**config.mk**
```make
export PLATFORM = sky130hd
export DESIGN_NAME = mvm3_stream_host_flat
export DESIGN_NICKNAME = d
export VERILOG_FILES = /design/src/rtl/mvm3_stream_host_if.sv /design/src/rtl/mvm3_stream_host.sv /design/src/flat_wrapper.sv
export SDC_FILE = /design/constraint.sdc
export NUM_CORES = 1
export LEC_CHECK = 0
export BUFFER_PORTS_ARGS = -buffer_cell sky130_fd_sc_hd__clkbuf_2
export CORE_ASPECT_RATIO = 0.5
export CORE_MARGIN = 2
export CORE_UTILIZATION = 55
export CTS_CLUSTER_DIAMETER = 30
export DETAILED_ROUTE_END_ITERATION = 7
export GPL_TIMING_DRIVEN = 0
export PLACE_DENSITY = 0.84
export RECOVER_POWER = 25
export SETUP_SLACK_MARGIN = 0.1
export SYNTH_ARGS = -nofsm -noshare
export SYNTH_HDL_FRONTEND = slang
export SYNTH_SLANG_ARGS = --single-unit
```
**constraint.sdc**
```tcl
create_clock -name clk -period 2.76 [get_ports clk]
set_input_delay 0.552 -clock clk [delete_from_list [all_inputs] [get_ports clk]]
set_output_delay 0.552 -clock clk [all_outputs]
set_load 0.01 [all_outputs]
```
**src/rtl/mvm3_stream_host_if.sv**
```systemverilog
// Streaming link between mvm3_stream_host (master) and the mvm3 multiplier (slave).
// Carries the 8-bit input word channel and the 16-bit result channel with its overflow flag.
interface mvm3_stream_host_if;
    logic signed [7:0]  m_data;
    logic               m_valid;
    logic               m_ready;
    logic signed [15:0] s_data;
    logic               s_valid;
    logic               s_ready;
    logic               s_overflow;

    modport master (
        output m_data, m_valid, s_ready,
        input  m_ready, s_data, s_valid, s_overflow
    );

    modport slave (
        input  m_data, m_valid, s_ready,
        output m_ready, s_data, s_valid, s_overflow
    );
endinterface

```
**src/rtl/mvm3_stream_host.sv**
```systemverilog
// Host-side job buffer for mvm3: streams a loaded A/B/X job into the multiplier and
// captures its results and overflow flags for host readback.
module mvm3_stream_host #(
    parameter int unsigned NROWS_A     = 3,
    parameter int unsigned NCOLS_A     = 3,
    parameter int unsigned NROWS_B     = 3,
    parameter int unsigned NCOLS_B     = 3,
    parameter int unsigned NUM_RESULTS = 3,
    localparam int unsigned IN_WORDS   = NROWS_A * NCOLS_A + 2 * NROWS_B * NCOLS_B,
    localparam int unsigned IW         = $clog2(IN_WORDS),
    localparam int unsigned RW         = (NUM_RESULTS > 1) ? $clog2(NUM_RESULTS) : 1,
    localparam int unsigned CW         = $clog2(NUM_RESULTS + 1)
) (
    input  logic                clk,
    input  logic                reset,
    input  logic                host_wr_en,
    input  logic [IW-1:0]       host_addr,
    input  logic signed [7:0]   host_wr_data,
    input  logic [RW-1:0]       host_rd_addr,
    output logic signed [15:0]  host_rd_data,
    output logic                host_rd_ovf,
    input  logic                start,
    output logic                busy,
    output logic                done,
    output logic [CW-1:0]       ovf_count,
    mvm3_stream_host_if.master  bus
);

    localparam logic [IW-1:0] LastWord = IW'(IN_WORDS - 1);
    localparam logic [CW-1:0] ResFull  = CW'(NUM_RESULTS);
    localparam logic [CW-1:0] LastRes  = CW'(NUM_RESULTS - 1);

    typedef enum logic [2:0] {StIdle, StPrefetch, StSend, StCollect, StDone} state_e;

    state_e                state_q, state_d;
    logic [IW-1:0]         send_idx_q, send_idx_d;
    logic signed [7:0]     m_data_q, m_data_d;
    logic                  m_valid_q, m_valid_d;
    logic [CW-1:0]         res_idx_q, res_idx_d;
    logic [CW-1:0]         ovf_count_q, ovf_count_d;
    logic signed [15:0]    host_rd_data_q;
    logic                  host_rd_ovf_q;

    logic signed [7:0]     in_mem [IN_WORDS];
    logic [16:0]           res_mem [NUM_RESULTS];

    logic s_ready_c, m_xfer, s_acc, last_res_acc, res_full_next, wr_ok;

    // Result side only listens while a job is streaming and the result buffer has room.
    assign s_ready_c     = ((state_q == StSend) || (state_q == StCollect)) &&
                           (res_idx_q != ResFull);
    assign m_xfer        = m_valid_q && bus.m_ready;
    assign s_acc         = bus.s_valid && s_ready_c;
    assign last_res_acc  = s_acc && (res_idx_q == LastRes);
    assign res_full_next = (res_idx_q == ResFull) || last_res_acc;
    assign wr_ok         = (state_q == StIdle) && host_wr_en && (32'(host_addr) < IN_WORDS);

    always_comb begin
        state_d     = state_q;
        send_idx_d  = send_idx_q;
        m_data_d    = m_data_q;
        m_valid_d   = m_valid_q;
        res_idx_d   = res_idx_q;
        ovf_count_d = ovf_count_q;

        if (s_acc) begin
            res_idx_d = res_idx_q + CW'(1);
            if (bus.s_overflow && (ovf_count_q != ResFull)) begin
                ovf_count_d = ovf_count_q + CW'(1);
            end
        end

        unique case (state_q)
            StIdle: begin
                if (start) begin
                    state_d     = StPrefetch;
                    send_idx_d  = '0;
                    res_idx_d   = '0;
                    ovf_count_d = '0;
                end
            end
            StPrefetch: begin
                m_data_d   = in_mem[0];
                m_valid_d  = 1'b1;
                send_idx_d = '0;
                state_d    = StSend;
            end
            StSend: begin
                if (m_xfer) begin
                    if (send_idx_q == LastWord) begin
                        m_valid_d = 1'b0;
                        state_d   = res_full_next ? StDone : StCollect;
                    end else begin
                        // Next word is fetched on the transfer edge to keep one word per cycle.
                        send_idx_d = send_idx_q + IW'(1);
                        m_data_d   = in_mem[send_idx_q + IW'(1)];
                    end
                end
            end
            StCollect: begin
                if (last_res_acc) begin
                    state_d = StDone;
                end
            end
            StDone: begin
                state_d = StIdle;
            end
            default: begin
                state_d = StIdle;
            end
        endcase
    end

    always_ff @(posedge clk) begin
        if (reset) begin
            state_q        <= StIdle;
            send_idx_q     <= '0;
            m_data_q       <= '0;
            m_valid_q      <= 1'b0;
            res_idx_q      <= '0;
            ovf_count_q    <= '0;
            host_rd_data_q <= '0;
            host_rd_ovf_q  <= 1'b0;
        end else begin
            state_q     <= state_d;
            send_idx_q  <= send_idx_d;
            m_data_q    <= m_data_d;
            m_valid_q   <= m_valid_d;
            res_idx_q   <= res_idx_d;
            ovf_count_q <= ovf_count_d;
            if (32'(host_rd_addr) < NUM_RESULTS) begin
                {host_rd_ovf_q, host_rd_data_q} <= res_mem[host_rd_addr];
            end else begin
                host_rd_ovf_q  <= 1'b0;
                host_rd_data_q <= '0;
            end
        end
    end

    // Buffers carry no reset so a reset mid-job keeps the loaded input job.
    always_ff @(posedge clk) begin
        if (!reset && wr_ok) begin
            in_mem[host_addr] <= host_wr_data;
        end
        if (!reset && s_acc) begin
            res_mem[res_idx_q[RW-1:0]] <= {bus.s_overflow, bus.s_data};
        end
    end

    assign bus.m_data  = m_data_q;
    assign bus.m_valid = m_valid_q;
    assign bus.s_ready = s_ready_c;
    assign busy        = (state_q != StIdle);
    assign done        = (state_q == StDone);
    assign ovf_count   = ovf_count_q;
    assign host_rd_data = host_rd_data_q;
    assign host_rd_ovf  = host_rd_ovf_q;

endmodule

```
**src/flat_wrapper.sv**
```systemverilog
// flat-port wrapper written by rule: the top's interface ports become plain ports
module mvm3_stream_host_flat 
#(
    parameter int unsigned NROWS_A     = 3,
    parameter int unsigned NCOLS_A     = 3,
    parameter int unsigned NROWS_B     = 3,
    parameter int unsigned NCOLS_B     = 3,
    parameter int unsigned NUM_RESULTS = 3,
    localparam int unsigned IN_WORDS   = NROWS_A * NCOLS_A + 2 * NROWS_B * NCOLS_B,
    localparam int unsigned IW         = $clog2(IN_WORDS),
    localparam int unsigned RW         = (NUM_RESULTS > 1) ? $clog2(NUM_RESULTS) : 1,
    localparam int unsigned CW         = $clog2(NUM_RESULTS + 1)
)
  (clk, reset, host_wr_en, host_addr, host_wr_data, host_rd_addr, host_rd_data, host_rd_ovf, start, busy, done, ovf_count, bus_m_data, bus_m_valid, bus_s_ready, bus_m_ready, bus_s_data, bus_s_valid, bus_s_overflow);
  mvm3_stream_host_if bus_i ();
  input  logic clk;
  input  logic reset;
  input  logic host_wr_en;
  input  logic [IW-1:0] host_addr;
  input  logic signed [7:0] host_wr_data;
  input  logic [RW-1:0] host_rd_addr;
  output logic signed [15:0] host_rd_data;
  output logic host_rd_ovf;
  input  logic start;
  output logic busy;
  output logic done;
  output logic [CW-1:0] ovf_count;
  output wire logic [$bits(bus_i.m_data)-1:0] bus_m_data;
  output wire logic [$bits(bus_i.m_valid)-1:0] bus_m_valid;
  output wire logic [$bits(bus_i.s_ready)-1:0] bus_s_ready;
  input wire logic [$bits(bus_i.m_ready)-1:0] bus_m_ready;
  input wire logic [$bits(bus_i.s_data)-1:0] bus_s_data;
  input wire logic [$bits(bus_i.s_valid)-1:0] bus_s_valid;
  input wire logic [$bits(bus_i.s_overflow)-1:0] bus_s_overflow;
  assign bus_m_data = bus_i.m_data;
  assign bus_m_valid = bus_i.m_valid;
  assign bus_s_ready = bus_i.s_ready;
  assign bus_i.m_ready = bus_m_ready;
  assign bus_i.s_data = bus_s_data;
  assign bus_i.s_valid = bus_s_valid;
  assign bus_i.s_overflow = bus_s_overflow;
  mvm3_stream_host #(.NROWS_A(NROWS_A), .NCOLS_A(NCOLS_A), .NROWS_B(NROWS_B), .NCOLS_B(NCOLS_B), .NUM_RESULTS(NUM_RESULTS)) u_core (.clk(clk), .reset(reset), .host_wr_en(host_wr_en), .host_addr(host_addr), .host_wr_data(host_wr_data), .host_rd_addr(host_rd_addr), .host_rd_data(host_rd_data), .host_rd_ovf(host_rd_ovf), .start(start), .busy(busy), .done(done), .ovf_count(ovf_count), .bus(bus_i));
endmodule
```
==> run metrics <==
Reg2Reg Depth 9; clk_lat worst skew around 0.53 ns; Hold Buf Count CTS 0; die area about 23,000 um^2; Placed Instances about 1,100; final critical-path required period 2.69 ns; detailed-route vias per instance 6.23; critical path arrival between 3 and 4 ns; # Max-Cap Violations 0; Seq/Total Area, Yosys 0.730; Critical Path End Type flop; Critical Path RT 3.13 ns; RSZ-0062 raised after global routing yes; post-synthesis xor/xnor area fraction 0.00572; Reg area between 8000 and 9000 um^2; # fillers around 1,300; DRC errors left 0; CP max-delay cell or4b_1; period utilisation layout 0.975; vias in the first global route 7,369; first-pass GRT wire length about 44 mm; H-tree depth 2; CTS tree done; mapped cell area 12,000 um^2; Final Non-Filler Cells 1,186; register bit total from synthesis around 310; Setup CP Type reg -> reg; setup TNS 0 ns; Simple-Gate Fraction of Synth Area 0.0838; Hold Worst Slack ~0.27 ns; Post-synth ARST share 0; Place WS -1.21 ns; Netlist cell types 55; Max Freq 372 MHz; CORE AREA ~22,000 um^2; CP cell instances buf_6 > buf_12 > clkinv_4 > ha_4 > and4b_1 > or4b_1 > a21oi_4 > mux2i_1 > nor2_1; Vias about 7,400; RD Place Congestion between 0.8 and 0.9; Port Buf Inserts between 60 and 70; CP Launch Type flop; layout cells sized above 1 0.265; worst hold path depth 1; Slew headroom 0.0996; worst slew pin tran between 1 and 1.5 ns; CP top delay family simple AND/OR/NAND/NOR gates; Synth Area in Compound Gates 0.0459; CP max stage delay roughly 0.62 ns; clock-pin transition on the worst setup and hold timing paths about 0.060 ns; Die Wd 213 um; Max Fanout on Critical Path 10; initial antenna violation count 0; Total GRT Usage 0.259; Final Setup Violations 0; CTS root buffer clkbuf_16; Mapped Avg Cell Area around 16 um^2; max-slew violation count 0; drt wl/cell 25.1 um; Power Density 745 nW/um^2; WP buf/inv 3; drt pass-1 iters 5; # clock sinks between 300 and 400; Final Hold Viols 0; multiplexer share of the synthesized area 0.111; Clock Skew approximately 0.021 ns; Nets 903; Multi-input gate area 3330 um^2; worst setup margin between 0.06 and 0.07 ns; Final Total Pwr between 10 and 15 mW; total CTS buffers 37; Die Ht around 110 um; Worst path depth 9; LEAKAGE ~4.9 nW; Max Buffers Root-to-Sink 3; Max IR drop VDD 0.450 mV; placement row count 38; Ys Warns 0; First DRT Iteration DRCs around 1,000; Synth Instances about 750; initial core utilization 0.558; area delta synth->final 20.2%; Post-DRT Antenna Nets 0; IO Pins 69; post-synthesis adder-cell area fraction 0.00728; main combinational cell family by area after synthesis multiplexers; Worst Hold Class in -> reg; ant diodes 0; grt ovf 0; top_reg_cell synth edfxtp_1; Syn Nets around 800; status finished clean; Post-synth EDFFs 267; Detail Placement HPWL 17.2 mm; pin count of the biggest net entering global routing 28; Routed WL 29.8 mm
## flip-flops by register name, indices dropped and copies added, names as in the netlist, 2 cells and up
signal and cells:
u_core.bus.m_data 8, u_core.send_idx_q 5, u_core.res_idx_q 2, u_core.state_q 3, u_core.host_rd_data 16, u_core.ovf_count 2, u_core.in_mem 216, u_core.res_mem 51
## Yosys cell counts, types with 3 or more instances
| cell | n | share of area |
|---|---|---|
| nor4_1 | 9 | 0.0047 |
| or3b_2 | 3 | 0.0022 |
| a21oi_1 | 34 | 0.014 |
| and4b_1 | 3 | 0.0025 |
| dfxtp_1 | 38 | 0.063 |
| buf_2 | 8 | 0.0033 |
| nor2b_1 | 5 | 0.0026 |
| o221ai_1 | 6 | 0.0044 |
| a2bb2oi_1 | 3 | 0.0022 |
| mux4_1 | 8 | 0.017 |
| xor2_1 | 3 | 0.0022 |
| and2_1 | 7 | 0.0036 |
| buf_1 | 4 | 0.0012 |
| a31oi_1 | 5 | 0.0026 |
| nor3_1 | 4 | 0.0017 |
| a211oi_1 | 4 | 0.0025 |
| a32oi_1 | 5 | 0.0036 |
| ha_1 | 7 | 0.0073 |
| inv_1 | 5 | 0.0016 |
| edfxtp_1 | 267 | 0.67 |
| nor2_1 | 108 | 0.034 |
| nand2b_1 | 5 | 0.0026 |
| nand2_1 | 57 | 0.018 |
| o21ai_0 | 4 | 0.0017 |
| a2111oi_0 | 3 | 0.0022 |
| mux2_2 | 7 | 0.0066 |
| mux4_2 | 28 | 0.052 |
| a22oi_1 | 3 | 0.0019 |
| xnor2_1 | 3 | 0.0022 |
| mux2i_1 | 41 | 0.034 |
| nand3_1 | 12 | 0.0050 |
| clkbuf_1 | 23 | 0.0072 |
## power by group
part / switching (mW) / internal [mW]
registers: 0.0200 / 5.06
clock network: 1.96 / 3.36
logic: 0.262 / 0.115
total: 2.24 / 8.53
## final cells by class
class                      count  area share
inverter                       6     0.00190
buffer                        38      0.0177
tap                          300      0.0260
clock inverter                26      0.0261
sequential                   305       0.607
multi-input combinational    401       0.230
clock buffer                  41      0.0680
timing repair buffer          69      0.0225
## repair_timing
item	in CTS	in global routing
resized for setup	54	43
pin swaps	4	4
setup buffers	3	0
setup endpoints to repair	247	230
## per-stage QoR
| stage | utilization | area, um^2 |
|---|---|---|
| floorplan | - | 12000 |
| global placement | 0.592 | 12700 |
| detailed placement | 0.592 | 12700 |
| CTS | 0.665 | 14300 |
| global route | 0.671 | 14500 |
| finish | 0.671 | 14500 |
## per-layer routing
metal  track usage  part of all wire  vias up
met1         0.327              0.37     3606
met5             0                 0        -
met4         0.127             0.036        0
li1              -                 -     3113
met3        0.0720              0.11      101
met2         0.419              0.48      573
## path summary, 6_finish.rpt
| path | from | end | slack (ns) |
|---|---|---|---|
| setup / recovery | u_core.send_idx_q[0]$_SDFFE_PP0P_ | u_core.send_idx_q[1]$_SDFFE_PP0P_ | 0.07 |
| hold / removal | bus_s_data[0] | u_core.res_mem[0][0]$_DFFE_PP_ | 0.27 |
| setup reg to reg | u_core.send_idx_q[0]$_SDFFE_PP0P_ | u_core.send_idx_q[1]$_SDFFE_PP0P_ | 0.07 |
| hold reg to reg | u_core.res_mem[1][11]$_DFFE_PP_ | u_core.host_rd_data[11]$_SDFF_PP0_ | 0.48 |
## layout by cell type, fill, tap and decap left out, types with 4 or more instances in the layout
master and instances:
nand2_1 57, a21oi_1 34, edfxtp_1 267, nor2b_1 4, buf_2 5, clkbuf_4 4
mux2_2 7, nand2b_1 5, o21ai_0 4, mux2i_1 37, mux2i_4 4, nor2_2 24
clkinvlp_4 5, inv_6 4, a31oi_1 4, mux4_2 28, nor2_1 82, clkbuf_16 39
nand3_1 12, buf_4 5, clkbuf_1 38, inv_1 5, o221ai_2 4, clkbuf_2 49
nor4_1 7, buf_6 4, mux4_1 8, ha_1 5, a32oi_1 5, and2_1 5
clkinv_2 4, bufinv_16 8, dfxtp_1 37
## cell families (layout without fill, tap and decap cells)
| group | Yosys count | count (layout) |
|---|---|---|
| simple gates | 224 | 224 |
| xor+xnor | 7 | 7 |
| buf+inv | 45 | 180 |
| flops | 305 | 305 |
| mux | 84 | 84 |
| fa+ha+maj | 7 | 7 |
| compound gates | 79 | 79 |
(Power assumes the default switching activity.)
